--- src/rtl/if_fetch_queue_if.sv ---
// Decode-side handshake bundle for if_fetch_queue.
// master: fetch queue (drives the head pair and valid); slave: decode stage.
interface if_fetch_queue_if #(
  parameter int ADDR_W = 32
);
  logic              id_valid;
  logic              id_ready;
  logic [ADDR_W-1:0] inst_to_decode;
  logic [ADDR_W-1:0] pc_to_ID;

  modport master (
    output id_valid,
    output inst_to_decode,
    output pc_to_ID,
    input  id_ready
  );

  modport slave (
    input  id_valid,
    input  inst_to_decode,
    input  pc_to_ID,
    output id_ready
  );
endinterface

--- src/rtl/if_fetch_queue.sv ---
// if_fetch_queue: instruction fetch stage between the PC register and decode.
// Issues pc to the ROM, captures the word one cycle later into a small FIFO of
// {pc, inst} pairs, and hands pairs to decode over valid/ready. stall is raised
// when queued entries plus the in-flight fetch fill the buffer; branch flushes
// the queue and drops the in-flight response.
// Optional build macro IF_BYPASS_EN: when the queue is empty, a fresh ROM
// response is presented to decode in the same cycle it arrives.
module if_fetch_queue #(
  parameter int DEPTH  = 4,
  parameter int ADDR_W = 32
) (
  input  logic              clk,
  input  logic              reset,
  input  logic              start,
  input  logic [ADDR_W-1:0] pc,
  input  logic              branch,
  output logic              stall,
  output logic              rd_en,
  output logic [ADDR_W-1:0] addr_to_ROM,
  input  logic [ADDR_W-1:0] inst_from_ROM,
  if_fetch_queue_if.master  id_if
);

  localparam int PTR_W = $clog2(DEPTH);
  localparam int CNT_W = PTR_W + 1;
  localparam logic [CNT_W:0] FULL_SUM = (CNT_W + 1)'(DEPTH);

  // Queue storage, split into pc and instruction halves
  logic [ADDR_W-1:0] mem_pc_r   [DEPTH];
  logic [ADDR_W-1:0] mem_inst_r [DEPTH];

  logic [PTR_W-1:0]  wr_ptr_r;
  logic [PTR_W-1:0]  rd_ptr_r;
  logic [CNT_W-1:0]  count_r;
  logic              inflight_r;
  logic [ADDR_W-1:0] inflight_pc_r;

  logic [CNT_W:0]    credit_sum_s;
  logic              queue_valid_s;
  logic              resp_s;
  logic              bypass_s;
  logic              push_s;
  logic              pop_s;
  logic              head_valid_s;
  logic [ADDR_W-1:0] head_inst_s;
  logic [ADDR_W-1:0] head_pc_s;

  // Credit check from registered state and ROM issue strobe
  always_comb begin
    credit_sum_s = {1'b0, count_r} + {{CNT_W{1'b0}}, inflight_r};
    stall        = (credit_sum_s >= FULL_SUM);
    rd_en        = start & ~stall & ~branch & ~reset;
    addr_to_ROM  = pc;
  end

  // Head selection, push/pop qualification
  always_comb begin
    queue_valid_s = (count_r != {CNT_W{1'b0}});
    // A response arriving in a flush cycle is discarded
    resp_s        = inflight_r & ~branch;
`ifdef IF_BYPASS_EN
    bypass_s      = resp_s & ~queue_valid_s;
`else
    bypass_s      = 1'b0;
`endif
    head_valid_s  = queue_valid_s;
    head_inst_s   = mem_inst_r[rd_ptr_r];
    head_pc_s     = mem_pc_r[rd_ptr_r];
    if (bypass_s) begin
      head_valid_s = 1'b1;
      head_inst_s  = inst_from_ROM;
      head_pc_s    = inflight_pc_r;
    end else begin
      head_valid_s = queue_valid_s;
    end
    // A bypassed response taken by decode never enters the queue
    push_s = resp_s & ~(bypass_s & id_if.id_ready);
    // A handshake during flush is accepted but does not move the read pointer
    pop_s  = queue_valid_s & id_if.id_ready & ~branch;
  end

  // Drive the decode-side bundle
  always_comb begin
    id_if.id_valid       = head_valid_s;
    id_if.inst_to_decode = head_inst_s;
    id_if.pc_to_ID       = head_pc_s;
  end

  // Pointer, count and in-flight tracking; reset outranks branch
  always_ff @(posedge clk) begin
    if (reset) begin
      wr_ptr_r      <= {PTR_W{1'b0}};
      rd_ptr_r      <= {PTR_W{1'b0}};
      count_r       <= {CNT_W{1'b0}};
      inflight_r    <= 1'b0;
      inflight_pc_r <= {ADDR_W{1'b0}};
    end else if (branch) begin
      count_r    <= {CNT_W{1'b0}};
      rd_ptr_r   <= wr_ptr_r;
      inflight_r <= 1'b0;
    end else begin
      inflight_r <= rd_en;
      if (rd_en) begin
        inflight_pc_r <= pc;
      end
      if (push_s) begin
        wr_ptr_r <= wr_ptr_r + PTR_W'(1);
      end
      if (pop_s) begin
        rd_ptr_r <= rd_ptr_r + PTR_W'(1);
      end
      case ({push_s, pop_s})
        2'b10:   count_r <= count_r + CNT_W'(1);
        2'b01:   count_r <= count_r - CNT_W'(1);
        default: count_r <= count_r;
      endcase
    end
  end

  // Entry write; data needs no reset since it is only read while valid
  always_ff @(posedge clk) begin
    if (push_s && !reset) begin
      mem_pc_r[wr_ptr_r]   <= inflight_pc_r;
      mem_inst_r[wr_ptr_r] <= inst_from_ROM;
    end
  end

endmodule

--- src/flat_wrapper.sv ---
// flat-port wrapper written by rule: the top's interface ports become plain ports
module if_fetch_queue_flat 
#(
  parameter int DEPTH  = 4,
  parameter int ADDR_W = 32
)
  (clk, reset, start, pc, branch, stall, rd_en, addr_to_ROM, inst_from_ROM, id_if_id_valid, id_if_inst_to_decode, id_if_pc_to_ID, id_if_id_ready);
  if_fetch_queue_if #(.ADDR_W(ADDR_W)) id_if_i ();
  input  logic clk;
  input  logic reset;
  input  logic start;
  input  logic [ADDR_W-1:0] pc;
  input  logic branch;
  output logic stall;
  output logic rd_en;
  output logic [ADDR_W-1:0] addr_to_ROM;
  input  logic [ADDR_W-1:0] inst_from_ROM;
  output wire logic [$bits(id_if_i.id_valid)-1:0] id_if_id_valid;
  output wire logic [$bits(id_if_i.inst_to_decode)-1:0] id_if_inst_to_decode;
  output wire logic [$bits(id_if_i.pc_to_ID)-1:0] id_if_pc_to_ID;
  input wire logic [$bits(id_if_i.id_ready)-1:0] id_if_id_ready;
  assign id_if_id_valid = id_if_i.id_valid;
  assign id_if_inst_to_decode = id_if_i.inst_to_decode;
  assign id_if_pc_to_ID = id_if_i.pc_to_ID;
  assign id_if_i.id_ready = id_if_id_ready;
  if_fetch_queue #(.DEPTH(DEPTH), .ADDR_W(ADDR_W)) u_core (.clk(clk), .reset(reset), .start(start), .pc(pc), .branch(branch), .stall(stall), .rd_en(rd_en), .addr_to_ROM(addr_to_ROM), .inst_from_ROM(inst_from_ROM), .id_if(id_if_i));
endmodule
--- config.mk ---
export PLATFORM = sky130hd
export DESIGN_NAME = if_fetch_queue_flat
export DESIGN_NICKNAME = d
export VERILOG_FILES = /design/src/rtl/if_fetch_queue_if.sv /design/src/rtl/if_fetch_queue.sv /design/src/flat_wrapper.sv
export SDC_FILE = /design/constraint.sdc
export NUM_CORES = 1
export LEC_CHECK = 0
export ABC_AREA = 0
export CAP_MARGIN = 20
export CORE_AREA = 2 2 143 145
export CTS_CLUSTER_DIAMETER = 80
export CTS_CLUSTER_SIZE = 20
export DETAILED_ROUTE_END_ITERATION = 8
export DIE_AREA = 0 0 145 147
export HOLD_SLACK_MARGIN = 0.05
export PLACE_DENSITY = 0.84
export SLEW_MARGIN = 20
export SYNTH_ARGS = -nofsm -noshare
export SYNTH_HDL_FRONTEND = slang
export SYNTH_SLANG_ARGS = --single-unit
--- constraint.sdc ---
create_clock -name clk -period 6.57 [get_ports clk]
set_clock_uncertainty 0.2 [all_clocks]
set_input_delay 0.657 -clock clk [delete_from_list [all_inputs] [get_ports clk]]
set_output_delay 0.657 -clock clk [all_outputs]
set_load 0.03 [all_outputs]
# Yosys cells after proc, flatten, opt, wreduce, memory -nomap -nowiden
# Memories as Yosys holds them, arrays and structs flattened. A register that Yosys moved wholly into a read port is not among the register bits.
# Cells that the tools add are included.
[totals] in_bits=69 out_inout_bits=99 n_memories=2 ff_bits=40 mem_bits_rw=256
[op_classes] reduce_logical=8 n_eq_ne=2 bitwise=9 add_sub_neg=5 mux=9 n_lt_le_gt_ge=1
[memory_table] memory="u_core.mem_inst_r" depth=4 width=32 read_ports=1 rd_ports_with_merged_regs=1 wr=1 line="if_fetch_queue.sv:30" rtl="logic [ADDR_W-1:0] mem_inst_r [DEPTH];"
[memory_table] memory="u_core.mem_pc_r" depth=4 width=32 read_ports=1 rd_ports_with_merged_regs=1 wr=1 line="if_fetch_queue.sv:29" rtl="logic [ADDR_W-1:0] mem_pc_r [DEPTH];"
[ops] cell="$mux W2" n=6
[ops] cell="$and A1 B1 Y1" n=6
[ops] cell="$pmux W3 S2" n=1
[ops] cell="$add A2 B1 Y2 const B" n=2
[ops] cell="$add A3 B1 Y4" n=1
[ops] cell="$ge A4 B3 Y1 const B" n=1
[ops] cell="$reduce_and A2 Y1" n=2
[ops] cell="$reduce_bool A2 Y1" n=2
[ops] cell="$add A3 B1 Y3 const B" n=1
[ops] cell="$not A1 Y1" n=3
[ops] cell="$reduce_bool A3 Y1" n=1
[ops] cell="$sub A3 B1 Y3 const B" n=1
[ops] cell="$eq A2 B1 Y1 const B" n=1
[ops] cell="$eq A2 B2 Y1 const B" n=1
[ops] cell="$mux W1" n=2
[ops] cell="$reduce_or A2 Y1" n=1
[ops] cell="$logic_and A1 B1 Y1" n=1
[ops] cell="$logic_not A1 Y1" n=1

# Logic depth before layout (Yosys ltp)
[logic_depth] word_depth=7 mapped_depth=8

# Worst setup path after synthesis
# No wires, ideal clock.
[synth_path] path_type="in2reg" startpoint="in reset" endpoint="mem u_core.mem_inst_r[0][0], enable pin" n_path_buf=2 t_arrival_ns=2.708 path_stages=4 setup_slack_ns=3.232 setup_ns=0.429 t_required_ns=5.941 cell_sequence="clkbuf_2 buf_1 nor2_1 and2_1"
[synth_between] elab_chain_len=4
[synth_lines] element="start, declared" line="flat_wrapper.sv:10" rtl="input logic reset;"
[synth_lines] element="$logic_not A1 Y1" line="if_fetch_queue.sv:122" rtl="if (push_s && !reset) begin"
[synth_lines] element="$logic_and A1 B1 Y1" line="if_fetch_queue.sv:122"
[synth_lines] element="$mux W1" line="if_fetch_queue.sv:122"
[synth_lines] element="$mux W1 (implied by the code)" line="if_fetch_queue.sv:124" rtl="mem_inst_r[wr_ptr_r] <= inst_from_ROM;"
[synth_lines] element="end, declared" line="if_fetch_queue.sv:30"
# No other way between the ends.

==> summary.txt <==
Clock tree
  – CTS H-tree depth: 1
  – CTS tree: built
  – Clk sinks: 298
  – Hold buffers post-CTS: 0
  – Setup bufs post-CTS: 0
  – Skew-Pair Late Insertion Delay: around 490 ps
  – Clock buffer depth: 3
  – CTS Buf Count: 18
  – # resized after CTS: 0
  – CTS root buf: clkbuf_16
  – Worst-path clk slew: roughly 80 ps

Global routing
  – Global-route wire length before repair: ~31000 um
  – Remaining global-route overflow: 0
  – Vias in the first global route: between 5000 and 6000
  – GRT Overall Usage: 0.188
  – Initial antenna violation count: 0
  – Largest net degree at the start of global routing: 65

Yosys
  – Average size of a mapped cell: approximately 22 um^2
  – Synth Register Bits: a little under 300
  – Top_reg_cell synth: edfxtp_1
  – Ys async rst share: 0
  – Top cells by area, synth: edfxtp_1 68%, mux4_2 13%, dfxtp_1 7.4%
  – Yosys warns: 0
  – Syn Nets: around 600
  – Seq/Total Area, Yosys: 0.751
  – Post-Syn Area: ~11000 um^2
  – Share of the synthesized area in the top cell type: 0.677
  – Mapped Cells: about 530
  – Distinct cells, synth: 29
  – EDFF count, synth: between 200 and 300
  – Top cell type by total area after synthesis: edfxtp_1

Worst setup path
  – Critical-path cell list: buf_4 > mux4_2 > clkdlybuf4s50_1
  – Worst Path Required: ~5700 ps
  – CP max-delay cell: dfxtp_4
  – Buf+Inv Stages, Crit Path: 2
  – Reg-to-reg critical path startpoint: u_core.inflight_r
  – CP max FO: 36
  – CP Launch Type: flip-flop
  – Largest delay share family, worst path: buffers and inverters
  – CP arrival: 3190 ps
  – Kind of critical path: flip-flop to primary output
  – Endpoint type of the worst setup path: primary output
  – CP max stage delay: 830 ps

Routing
  – Via/cell ratio: 5.51
  – DRT Pass-1 Iters: 4
  – Routed Antenna Nets: 0
  – Avg WL per Cell: between 20 and 25 um
  – Residual DRC: 0
  – Total wire length: 19800 um
  – 1st-iter DRT viols: approximately 280
  – Vias: ~5200

Floorplanning
  – Io pins: 168
  – Die Y: ~150 um
  – Starting Density: 0.572
  – Core area: between 15000 and 20000 um^2
  – Row cnt: 52
  – Die W: approximately 150 um
  – Die Footprint: between 20000 and 25000 um^2

Placement
  – Port-buffer cells: roughly 170
  – Post-DP HPWL: ~12000 um
  – Routability cong.: around 0.74
  – Place WS: around 2700 ps
  – Post-placement cell area: approximately 13000 um^2

Timing
  – Post-route setup TNS: 0 ps
  – Setup violators final: 0
  – Max_slew headroom: 0.336
  – Max Slew Vio Count: 0
  – Post-route clock period utilization: 0.616
  – Final hold viol count: 0
  – Min Tclk post-route: just over 4000 ps
  – Hold_ws: around 300 ps
  – Setup slack after layout: between 2000 and 3000 ps
  – Worst-margin pin slew: 997 ps
  – FMAX: roughly 250 MHz
  – RSZ-0062 raised after global routing: no

Power and ir drop
  – Power per standard cell area: ~260 nW/um^2
  – Max VDD drop: 0.155 mV
  – Leak: ~4.5 nW

Cells and area
  – Fin util: 0.684
  – Post-Layout Inst Area: between 10000 and 15000 um^2
  – Layout cells sized above 1: 0.186
  – Total Nets Final: approximately 740
  – Ant. Diodes: 0
  – Area grow syn2layout: 19.4%

Flow run
  – Total of max-cap violations: 0

Outcome
  – Outcome: finished, final reports clean

Worst hold path
  – Worst Hold Launch: u_core.inflight_pc_r[16]
  – HP Class: flip-flop to flip-flop
## routing by layer
layer / part of all wire / global-route usage / vias to the layer above / routed length [um]
met5: 0 / 0 / - / 0
met4: 0.020 / 0.0490 / 0 / 391
met3: 0.049 / 0.0311 / 31 / 968
met2: 0.54 / 0.346 / 161 / 10600
met1: 0.40 / 0.235 / 2688 / 7850
li1: - / - / 2328 / -
## flip-flops by register name, indices dropped and copies added, names as in the netlist, named ones only
| signal | count |
|---|---|
| u_core.wr_ptr_r | 2 |
| u_core.rd_ptr_r | 2 |
| u_core.count_r | 3 |
| u_core.mem_pc_r | 128 |
| u_core.mem_inst_r | 128 |
| u_core.inflight_r | 1 |
| u_core.inflight_pc_r | 32 |
## cells in the mapped netlist (all sizes together) (2+ instances only)
cell and n:
a21oi 5, inv 10, ha 5, xor2 2, or3 2, edfxtp 256
and2 4, dfxtp 42, clkbuf 4, o21a 2, buf 49, nand2 2
xnor2 3, and2b 10, mux4 64, mux2 32, nor2 7, nor2b 23
## cells by family after synthesis
logic type,after synthesis,synth area share
compound gates,11,0.00727
xor+xnor,5,0.00386
fa+ha+maj,6,0.00727
buf+inv,63,0.0357
flops,298,0.751
mux,96,0.168
simple gates,49,0.0271
## power breakdown
part | switching [mW] | internal [mW] | total [mW]
Combinational | 0.134 | 0.150 | 0.283
Clock | 0.555 | 0.554 | 1.11
Sequential | 0.0300 | 2.07 | 2.10
Total | 0.719 | 2.77 | 3.49
## worst reg2reg max path: cells and delay by family (launching register included)
kind | cells | cell delay, ps
buffers and inverters | 1 | 130
DFF | 1 | 400
and+or+nand+nor | 3 | 1360
## cell type report
cell class,instances,area [um^2]
sequential,298,8540
fill,1239,6280
multi-input combinational,167,2430
timing repair buffer,169,1690
clock buffer,32,534
tap,270,338
inverter,10,37.5
## per-stage QoR
stage	cells	total power, mW
final	946	3.49
after global routing	946	3.60
after CTS	946	3.52
after detailed placement	914	2.43
after global placement	914	2.42
after floorplan	528	2.30
## final timing paths
check	endpoint	slack, ps	cells past startpoint
setup reg to reg	u_core.mem_inst_r[3][11]	4060	4
setup / recovery	id_if_pc_to_ID[27]	2520	3
hold / removal	u_core.mem_pc_r[2][16]	300	0
hold reg to reg	u_core.mem_pc_r[2][16]	300	0
## cell usage in the layout, fill, tap and decap left out
cell	Yosys	final
dfxtp_4	0	2
inv_1	10	10
mux4_2	64	64
edfxtp_1	256	256
or3_1	2	2
mux2_4	28	28
o311ai_0	1	1
clkbuf_16	0	19
and2b_1	10	10
a21oi_1	5	5
clkdlybuf4s50_1	0	167
o31ai_1	1	1
nand2_1	2	2
o21a_1	2	2
dfxtp_1	42	40
nor2b_1	23	23
clkbuf_8	0	1
clkbuf_1	2	12
fa_1	1	1
nor2_1	7	7
nand3_4	1	1
xnor2_1	3	3
xor2_1	2	2
mux2_2	4	4
ha_1	5	5
and2_4	0	4
buf_4	38	2
o21ai_0	1	1
a31oi_4	1	1
Power figures use the tool's default switching activity.
